`config.mk`:
```
export PLATFORM = sky130hd
export DESIGN_NAME = fetch_queue_unit_flat
export DESIGN_NICKNAME = d
export VERILOG_FILES = /design/src/rtl/fetch_queue_unit_if.sv /design/src/rtl/fetch_queue_unit.sv /design/src/flat_wrapper.sv
export SDC_FILE = /design/constraint.sdc
export NUM_CORES = 1
export LEC_CHECK = 0
export CORE_UTILIZATION = 40
export CTS_CLUSTER_SIZE = 40
export DETAILED_ROUTE_END_ITERATION = 6
export HOLD_SLACK_MARGIN = 0.02
export MAX_ROUTING_LAYER = met4
export SLEW_MARGIN = 20
export SYNTH_ARGS = -nofsm -noshare
export SYNTH_HDL_FRONTEND = slang
export SYNTH_SLANG_ARGS = --single-unit
```
`constraint.sdc`:
```
create_clock -name clk -period 19.4 [get_ports clk]
set_input_delay 3.88 -clock clk [delete_from_list [all_inputs] [get_ports clk]]
set_output_delay 3.88 -clock clk [all_outputs]
set_load 0.02 [all_outputs]
```
`src/rtl/fetch_queue_unit_if.sv`:
```
// Fetch-stage bundle: redirect, ICache, predictor and decoder-side handshake.
// The master modport is the fetch unit; slave is its environment.
interface fetch_queue_unit_if #(
  parameter int ADDR_W  = 32,
  parameter int INSTR_W = 32,
  parameter int DEPTH   = 8
);
  localparam int CW = $clog2(DEPTH + 1);

  logic               redirect_valid;
  logic [ADDR_W-1:0]  redirect_pc;
  logic               icache_req;
  logic [ADDR_W-1:0]  icache_addr;
  logic [INSTR_W-1:0] icache_data;
  logic               icache_success;
  logic [ADDR_W-1:0]  pred_pc;
  logic               pred_taken;
  logic               dec_valid;
  logic [INSTR_W-1:0] dec_instr;
  logic [ADDR_W-1:0]  dec_pc;
  logic               dec_pred_taken;
  logic               dec_ready;
  logic [CW-1:0]      q_count;

  modport master (
    input  redirect_valid, redirect_pc, icache_data, icache_success,
           pred_taken, dec_ready,
    output icache_req, icache_addr, pred_pc, dec_valid, dec_instr,
           dec_pc, dec_pred_taken, q_count
  );

  modport slave (
    output redirect_valid, redirect_pc, icache_data, icache_success,
           pred_taken, dec_ready,
    input  icache_req, icache_addr, pred_pc, dec_valid, dec_instr,
           dec_pc, dec_pred_taken, q_count
  );
endinterface

```
`src/rtl/fetch_queue_unit.sv`:
```
// Instruction fetch stage: single outstanding ICache request, local JAL/branch
// next-PC prediction and a DEPTH-entry queue to the decoder. Optional
// FETCH_QUEUE_BYPASS_EN forwards a response straight to an idle decoder.
module fetch_queue_unit #(
  parameter int                ADDR_W   = 32,
  parameter int                INSTR_W  = 32,
  parameter int                DEPTH    = 8,
  parameter logic [ADDR_W-1:0] RESET_PC = '0
) (
  input logic                clk,
  input logic                rst_n,
  input logic                rdy,
  fetch_queue_unit_if.master bus
);
  localparam int CW = $clog2(DEPTH + 1);
  localparam int PW = $clog2(DEPTH);

  typedef enum logic [1:0] {IDLE, WAIT, DRAIN} state_t;

  typedef struct packed {
    logic [INSTR_W-1:0] instr;
    logic [ADDR_W-1:0]  pc;
    logic               pt;
  } entry_t;

  state_t            state;
  logic [ADDR_W-1:0] pc;
  logic [ADDR_W-1:0] fetch_addr;
  logic              fetch_req;

  entry_t            mem [DEPTH];
  logic [PW-1:0]     rd_ptr, wr_ptr, rd_ptr_nx, wr_ptr_nx;
  logic [CW-1:0]     count, count_nx;
  entry_t            head_q, head_nx;
  logic              head_valid_q;

  logic [6:0]        opcode;
  logic [ADDR_W-1:0] j_off, b_off, next_pc;
  logic              taken;
  entry_t            new_entry;
  logic              fetched, bypass, enq, deq;

  assign opcode = bus.icache_data[6:0];
  assign j_off  = {{(ADDR_W-20){bus.icache_data[31]}}, bus.icache_data[19:12],
                   bus.icache_data[20], bus.icache_data[30:21], 1'b0};
  assign b_off  = {{(ADDR_W-12){bus.icache_data[31]}}, bus.icache_data[7],
                   bus.icache_data[30:25], bus.icache_data[11:8], 1'b0};

  always_comb begin
    taken   = 1'b0;
    next_pc = pc + ADDR_W'(4);
    case (opcode)
      7'b1101111: begin
        taken   = 1'b1;
        next_pc = pc + j_off;
      end
      7'b1100011: begin
        taken = bus.pred_taken;
        if (bus.pred_taken) next_pc = pc + b_off;
      end
      default: ;
    endcase
  end

  assign new_entry = '{instr: bus.icache_data, pc: pc, pt: taken};
  assign fetched   = rdy && (state == WAIT) && bus.icache_success && !bus.redirect_valid;

`ifdef FETCH_QUEUE_BYPASS_EN
  assign bypass = fetched && (count == '0) && bus.dec_ready;
`else
  assign bypass = 1'b0;
`endif

  assign enq       = fetched && !bypass;
  assign deq       = rdy && head_valid_q && bus.dec_ready && !bus.redirect_valid;
  assign rd_ptr_nx = deq ? rd_ptr + PW'(1) : rd_ptr;
  assign wr_ptr_nx = enq ? wr_ptr + PW'(1) : wr_ptr;

  always_comb begin
    count_nx = count;
    if (enq && !deq)      count_nx = count + CW'(1);
    else if (deq && !enq) count_nx = count - CW'(1);
  end

  // Head is registered: when the queue drains to nothing this cycle, the
  // incoming entry is not yet in mem, so it is taken from the response.
  always_comb begin
    head_nx = '0;
    if (count_nx != '0) begin
      if ((count == '0) || ((count == CW'(1)) && deq)) head_nx = new_entry;
      else                                             head_nx = mem[rd_ptr_nx];
    end
  end

  always_ff @(posedge clk) begin
    if (enq) mem[wr_ptr] <= new_entry;
  end

  always_ff @(posedge clk or negedge rst_n) begin
    if (!rst_n) begin
      state        <= IDLE;
      pc           <= RESET_PC;
      fetch_addr   <= RESET_PC;
      fetch_req    <= 1'b0;
      rd_ptr       <= '0;
      wr_ptr       <= '0;
      count        <= '0;
      head_q       <= '0;
      head_valid_q <= 1'b0;
    end else if (rdy) begin
      if (bus.redirect_valid) begin
        pc           <= bus.redirect_pc;
        rd_ptr       <= '0;
        wr_ptr       <= '0;
        count        <= '0;
        head_q       <= '0;
        head_valid_q <= 1'b0;
      end else begin
        if (fetched) pc <= next_pc;
        rd_ptr       <= rd_ptr_nx;
        wr_ptr       <= wr_ptr_nx;
        count        <= count_nx;
        head_q       <= head_nx;
        head_valid_q <= (count_nx != '0);
      end

      case (state)
        IDLE: begin
          if (!bus.redirect_valid && (count < CW'(DEPTH))) begin
            fetch_req  <= 1'b1;
            fetch_addr <= pc;
            state      <= WAIT;
          end
        end
        WAIT: begin
          if (bus.icache_success) begin
            fetch_req <= 1'b0;
            state     <= IDLE;
          end else if (bus.redirect_valid) begin
            state <= DRAIN;
          end
        end
        DRAIN: begin
          if (bus.icache_success) begin
            fetch_req <= 1'b0;
            state     <= IDLE;
          end
        end
        default: state <= IDLE;
      endcase
    end
  end

  assign bus.icache_req     = fetch_req;
  assign bus.icache_addr    = fetch_addr;
  assign bus.pred_pc        = fetch_addr;
  assign bus.q_count        = count;
  assign bus.dec_valid      = head_valid_q | bypass;
  assign bus.dec_instr      = bypass ? new_entry.instr : head_q.instr;
  assign bus.dec_pc         = bypass ? new_entry.pc    : head_q.pc;
  assign bus.dec_pred_taken = bypass ? new_entry.pt    : head_q.pt;
endmodule

```
`src/flat_wrapper.sv`:
```
// flat-port wrapper written by rule: the top's interface ports become plain ports
module fetch_queue_unit_flat 
#(
  parameter int                ADDR_W   = 32,
  parameter int                INSTR_W  = 32,
  parameter int                DEPTH    = 8,
  parameter logic [ADDR_W-1:0] RESET_PC = '0
)
  (clk, rst_n, rdy, bus_redirect_valid, bus_redirect_pc, bus_icache_data, bus_icache_success, bus_pred_taken, bus_dec_ready, bus_icache_req, bus_icache_addr, bus_pred_pc, bus_dec_valid, bus_dec_instr, bus_dec_pc, bus_dec_pred_taken, bus_q_count);
  fetch_queue_unit_if #(.ADDR_W(ADDR_W), .INSTR_W(INSTR_W), .DEPTH(DEPTH)) bus_i ();
  input logic clk;
  input logic rst_n;
  input logic rdy;
  input wire logic [$bits(bus_i.redirect_valid)-1:0] bus_redirect_valid;
  input wire logic [$bits(bus_i.redirect_pc)-1:0] bus_redirect_pc;
  input wire logic [$bits(bus_i.icache_data)-1:0] bus_icache_data;
  input wire logic [$bits(bus_i.icache_success)-1:0] bus_icache_success;
  input wire logic [$bits(bus_i.pred_taken)-1:0] bus_pred_taken;
  input wire logic [$bits(bus_i.dec_ready)-1:0] bus_dec_ready;
  output wire logic [$bits(bus_i.icache_req)-1:0] bus_icache_req;
  output wire logic [$bits(bus_i.icache_addr)-1:0] bus_icache_addr;
  output wire logic [$bits(bus_i.pred_pc)-1:0] bus_pred_pc;
  output wire logic [$bits(bus_i.dec_valid)-1:0] bus_dec_valid;
  output wire logic [$bits(bus_i.dec_instr)-1:0] bus_dec_instr;
  output wire logic [$bits(bus_i.dec_pc)-1:0] bus_dec_pc;
  output wire logic [$bits(bus_i.dec_pred_taken)-1:0] bus_dec_pred_taken;
  output wire logic [$bits(bus_i.q_count)-1:0] bus_q_count;
  assign bus_i.redirect_valid = bus_redirect_valid;
  assign bus_i.redirect_pc = bus_redirect_pc;
  assign bus_i.icache_data = bus_icache_data;
  assign bus_i.icache_success = bus_icache_success;
  assign bus_i.pred_taken = bus_pred_taken;
  assign bus_i.dec_ready = bus_dec_ready;
  assign bus_icache_req = bus_i.icache_req;
  assign bus_icache_addr = bus_i.icache_addr;
  assign bus_pred_pc = bus_i.pred_pc;
  assign bus_dec_valid = bus_i.dec_valid;
  assign bus_dec_instr = bus_i.dec_instr;
  assign bus_dec_pc = bus_i.dec_pc;
  assign bus_dec_pred_taken = bus_i.dec_pred_taken;
  assign bus_q_count = bus_i.q_count;
  fetch_queue_unit #(.ADDR_W(ADDR_W), .INSTR_W(INSTR_W), .DEPTH(DEPTH), .RESET_PC(RESET_PC)) u_core (.clk(clk), .rst_n(rst_n), .rdy(rdy), .bus(bus_i));
endmodule
```
==> results.md, run 1 <==
* Outcome: finished, violations left
* Failing checks: DRC
* P per Cell Area at 132 nW/µm²
* Routed vias at 18500
* Largest cells by area after synthesis: edfxtp_1, dfrtp_1, mux4_2
* Post-synth EDFFs at 520
* H-tree depth at 3
* CP Capture Type: flop
* Worst R2R Setup Slack at 15.09 ns
* Synth warn at 0
* Hold-fix buffers at CTS at 0
* Top cells by count, synth: edfxtp_1, dfrtp_1, mux4_2, mux2_2, nand2_1
* WL per Instance at 26.3 µm
* Num CTS Buffers at 72
* Post-synth ARST share at 0.216
* NumNets Final at 2243
* RSZ-0062 raised after global routing: false
* I/O pins at 206
* Setup_tns at 0 ns
* TritonCTS clock tree: built
* Setup bufs post-CTS at 0
* Final period util at 0.386
* Number of global-route vias before repair at 19000
* Initial DRC Count at 1410
* FILL cells at 6315
* DP HPWL at 51.2 mm
* Pin count of the biggest net entering global routing at 89
* Max Root-Sink Buffers at 3
* Die Height at 277 µm
* Cell Area, Synth at 30200 µm²
* DIE WIDTH at 277 µm
* Max Slew Vio Count at 0
* Drc violations at 2
* Input/output buffers at 205
* HP Class: reg2reg
* Row count at 100
* Clock period minus worst slack at 7.49 ns
* Initial cell density of the core at 0.405
* Clk_skew at 0.0240 ns
* Via/cell ratio at 5.89
* Die footprint at 76700 µm²
* Syn Area/Cell at 15.5 µm²
* Synth Flop Type: edfxtp_1
* Critical path class: in2reg
* GRT Total Usage at 0.223
* Lkg Pwr at 0.0126 µW
* Area leader, netlist: edfxtp_1
* Clk sink count at 663
* Mapped Nets at 2074
* Seq/Total Area, Yosys at 0.635
* First-pass GRT wire length at 124 mm
* Startpoint Class: primary input
* GPL Wtd Cong at 0.933
* Post-Place Setup Slack at 11.28 ns
* Routed Wire Length at 82.9 mm
* Most frequent cell after synthesis: edfxtp_1
* Hold slack final at 0.481 ns
* Final ANT Viol Nets at 0
* WP data required at 19.86 ns
* Worst Slack Setup Final at 11.91 ns
* Worst vdd ir at 0.0713 mV
* CP max FO at 48
* TritonRoute pass-1 iters at 7
* Fmax at 133 MHz
* Distinct cells, synth at 78
* Top-area cell type share of the netlist area at 0.517
* Resize count post-CTS at 0
* Initial antenna violation count at 1
* Max Cap Viol at 0
* Final Setup Violations at 0
* Critical Path AT at 7.95 ns
* Core Area at 74600 µm²
* Root buf cell: clkbuf_16
* Slew headroom at 0.298
* Post-synthesis cell count at 1948
* Grt ovf at 0
* Worst-margin pin slew at 1.04 ns
* Worst-path clk slew at 0.06 ns
* Synth-to-layout area growth at 17.9%
* Worst skew pair latency at 0.62 ns
* FF+latch count, synth at 663
* Final hold vios at 0
* Fraction of layout cells with a size suffix above 1 at 0.189
[sequential cells by signal (all words and copies together) (netlist names)]
name / count
u_core.bus.dec_pred_taken: 1
u_core.mem: 520
u_core.bus.dec_pc: 32
u_core.pc: 32
u_core.state: 2
u_core.bus.dec_valid: 1
u_core.bus.icache_addr: 32
u_core.bus.q_count: 4
u_core.bus.icache_req: 1
u_core.wr_ptr: 3
u_core.bus.dec_instr: 32
u_core.rd_ptr: 3
[critical path, cell delays in order]
cell and delay (ns):
clkdlybuf4s50_1 0.58, and2_0 0.38, o21a_1 0.49, nand2_1 0.51, a21oi_1 0.38, a41oi_1 0.17
xor2_1 0.25, a31o_4 0.37, buf_4 0.69, o2bb2ai_1 0.19
[layout make-up]
| cell class | instances | area (µm²) | share of cell area |
|---|---|---|---|
| Timing Repair Buffer | 242 | 2350 | 0.0659 |
| Antenna cell | 1 | 2.50 | 0.0000702 |
| Clock inverter | 42 | 512 | 0.0144 |
| Inverter | 26 | 97.6 | 0.00274 |
| Tap cell | 969 | 1210 | 0.0340 |
| Clock buffer | 91 | 2010 | 0.0563 |
| Multi-Input combinational cell | 1112 | 10300 | 0.288 |
| Sequential cell | 663 | 19200 | 0.538 |
[cell usage in the layout, fill, tap and decap left out, types with 13 or more instances in the layout]
| cell type | count |
|---|---|
| clkbuf_16 | 75 |
| inv_1 | 24 |
| nand3_1 | 38 |
| nor3_1 | 29 |
| xor2_1 | 14 |
| edfxtp_1 | 520 |
| nor2_1 | 54 |
| a211oi_1 | 16 |
| dfrtp_1 | 143 |
| o211ai_1 | 13 |
| mux2_2 | 99 |
| ha_1 | 53 |
| buf_4 | 35 |
| o2bb2ai_1 | 68 |
| o21ai_0 | 77 |
| a221oi_1 | 17 |
| mux4_2 | 130 |
| xnor2_1 | 30 |
| a21o_1 | 19 |
| a21oi_1 | 91 |
| mux2i_1 | 68 |
| clkdlybuf4s50_1 | 204 |
| nand2_1 | 94 |
[metal layers]
layer / vias to the layer above / share of wire / wire length (µm) / track usage
met3: 95 / 0.051 / 4220 / 0.0271
met5: - / 0 / 0 / -
li1: 8094 / - / - / -
met4: 0 / 0.015 / 1230 / 0.0536
met2: 576 / 0.49 / 40800 / 0.361
met1: 9756 / 0.44 / 36700 / 0.302
[final timing paths]
check | start | to | depth (start not counted)
worst min register to register | u_core.bus.dec_instr[22]$_DFFE_PN0P_ | u_core.bus.dec_instr[22]$_DFFE_PN0P_ | 1
worst max register to register | u_core.state[1]$_DFFE_PN0P_ | u_core.bus.dec_pc[17]$_DFFE_PN0P_ | 11
worst min-delay path | u_core.bus.dec_instr[22]$_DFFE_PN0P_ | u_core.bus.dec_instr[22]$_DFFE_PN0P_ | 1
max in group asynchronous | rst_n | u_core.state[0]$_DFFE_PN0P_ | 2
min in group asynchronous | rst_n | u_core.bus.dec_instr[28]$_DFFE_PN0P_ | 1
worst max-delay path | bus_icache_success | u_core.bus.dec_pc[17]$_DFFE_PN0P_ | 10
[power by group]
part,internal [µW],switching [µW]
Sequential,1710,182
Combinational,630,726
Clock,873,573
Total,3210,1480
[metrics by stage]
stage / cell area [µm²] / util / std cells / total power (µW)
floorplan: 30200 / - / 1948 / 2800
global placement: 33100 / 0.444 / 3012 / 3270
detailed placement: 33100 / 0.444 / 3012 / 3280
CTS: 35600 / 0.478 / 3145 / 4740
global route: 35600 / 0.478 / 3146 / 4900
finish: 35600 / 0.478 / 3146 / 4690
[cell families after synthesis]
group                    share of synthesized area
AO/OA/AOI/OAI                               0.0916
XOR/XNOR                                    0.0133
adder cells (fa/ha/maj)                     0.0233
buffers and inverters                       0.0291
flip-flops                                   0.635
multiplexers                                 0.157
AND/OR/NAND/NOR                             0.0511
Power figures use the tool's default switching activity.
==> run 2, diff against run 1 <==
- clock period: 19.4 -> 6.1 ns (I/O delays scaled with it)
==> results.md, run 2 (synthesis results as in run 1) <==
* Outcome: complete, no violations
* Input/output buffers at 205
* Max Cap Viol at 0
* GRT Total Usage at 0.229
* Post-layout util at 0.480
* Commonest non-fill, non-tap cell in the layout: edfxtp_1
* DP HPWL at 52.8 mm
* First-pass GRT wire length at 126 mm
* Number of global-route vias before repair at 19000
* Drc violations at 0
* Root buf cell: clkbuf_16
* Clock period minus worst slack at 4.25 ns
* GPL Wtd Cong at 0.990
* Worst-margin pin slew at 1.11 ns
* Final ANT Viol Nets at 0
* Final period util at 0.697
* WL per Instance at 27.1 µm
* Setup bufs post-CTS at 0
* Max Root-Sink Buffers at 3
* Hold-fix buffers at CTS at 0
* GRT met3 Usage at 0.0365
* Post-Place Setup Slack at 1.27 ns
* CP Capture Type: flop
* Startpoint Class: primary input
* Worst R2R Path Depth at 8
* Placed standard-cell area at 33300 µm²
* Row count at 100
* Die footprint at 76700 µm²
* TritonRoute pass-1 iters at 6
* Initial DRC Count at 1727
* Hold Crit Depth at 1
* RSZ-0062 raised after global routing: false
* Top reg by flops: u_core.mem
* Fraction of layout cells with a size suffix above 1 at 0.193
* Final hold vios at 0
* NumNets Final at 2252
* Setup_tns at 0 ns
* I/O pins at 206
* Final Setup Violations at 0
* Core Area at 74600 µm²
* Initial antenna violation count at 2
* Grt ovf at 0
* Via/cell ratio at 5.96
* Critical path class: in2reg
* Most frequent cells in the layout: edfxtp_1, clkdlybuf4s50_1, dfrtp_1
* Num CTS Buffers at 73
* Largest register FFs at 520
* Hold slack final at 0.486 ns
* Fmax at 235 MHz
* Clk sink count at 663
* # diodes at 0
* Synth-to-layout area growth at 18.3%
* Worst-path clk slew at 0.06 ns
* P per Cell Area at 417 nW/µm²
* HP Class: reg2reg
* Clk_skew at 0.0226 ns
* H-tree depth at 3
* WP data required at 6.64 ns
* Slew headroom at 0.252
* Max Slew Vio Count at 0
* Met2 usage at 0.357
* DIE WIDTH at 277 µm
* Global Route met1 Usage at 0.307
* FILL cells at 6360
* Pin count of the biggest net entering global routing at 85
* Initial cell density of the core at 0.405
* Die Height at 277 µm
* Routed Wire Length at 85.5 mm
* TritonCTS clock tree: built
* Most used routing layer: met2
* Final instance area at 35800 µm²
* CP max FO at 10
* Critical Path AT at 4.79 ns
* Routed vias at 18800
* Worst Slack Setup Final at 1.85 ns
* Worst skew pair latency at 0.63 ns
* Lkg Pwr at 0.0126 µW
* Worst vdd ir at 0.207 mV
* Resize count post-CTS at 0
==> run 2: changes by cell type in the layout (fill, tap and decap cells not counted), sizes merged <==
cell	previous run	this run
buf	38	46
clkbuf	91	103
bufinv	10	6
clkinvlp	5	3
diode	1	0
inv	30	31
clkinv	23	19
==> run 2: final timing paths <==
| kind | startpoint | endpoint | slack (ns) |
|---|---|---|---|
| max | bus_icache_data[21] | u_core.pc[21]$_DFFE_PN0P_ | 1.85 |
| min | u_core.bus.dec_instr[4]$_DFFE_PN0P_ | u_core.bus.dec_instr[4]$_DFFE_PN0P_ | 0.49 |
| max reg2reg | u_core.pc[2]$_DFFE_PN0P_ | u_core.pc[28]$_DFFE_PN0P_ | 2.31 |
| min reg2reg | u_core.bus.dec_instr[4]$_DFFE_PN0P_ | u_core.bus.dec_instr[4]$_DFFE_PN0P_ | 0.49 |
| max in group asynchronous | rst_n | u_core.bus.dec_pc[25]$_DFFE_PN0P_ | 4.46 |
| min in group asynchronous | rst_n | u_core.bus.dec_instr[30]$_DFFE_PN0P_ | 0.65 |
==> run 2: routing by layer <==
| layer | vias up | wire length (µm) |
|---|---|---|
| met3 | 143 | 4960 |
| li1 | 8126 | - |
| met4 | 0 | 2300 |
| met5 | - | 0 |
| met2 | 675 | 41200 |
| met1 | 9864 | 37000 |
==> run 2: power breakdown <==
group | internal (µW) | switching, µW
logic | 2020 | 2360
registers | 5440 | 586
clock network | 2680 | 1830
==> run 2: final cells by class <==
class / count / area (µm²) / share of cell area
sequential: 663 / 19200 / 0.537
multi-input combinational: 1112 / 10300 / 0.287
timing repair buffer: 250 / 2520 / 0.0703
clock buffer: 103 / 2100 / 0.0588
tap: 969 / 1210 / 0.0339
clock inverter: 33 / 368 / 0.0103
inverter: 26 / 97.6 / 0.00273
==> run 2: stage by stage <==
step,instances,power [µW]
after floorplan,1948,8890
after global placement,3020,10500
after detailed placement,3020,10500
after CTS,3156,15000
after global routing,3156,15500
final,3156,14900
==> run 2: critical path: stages <==
cell,delay [ns]
clkdlybuf4s50_1,0.63
ha_1,0.35
fa_1,0.43
a21o_1,0.21
o21a_1,0.20
o2111ai_1,0.30
a211oi_1,0.17
o311ai_0,0.85
mux2i_1,0.16
o31ai_1,0.26
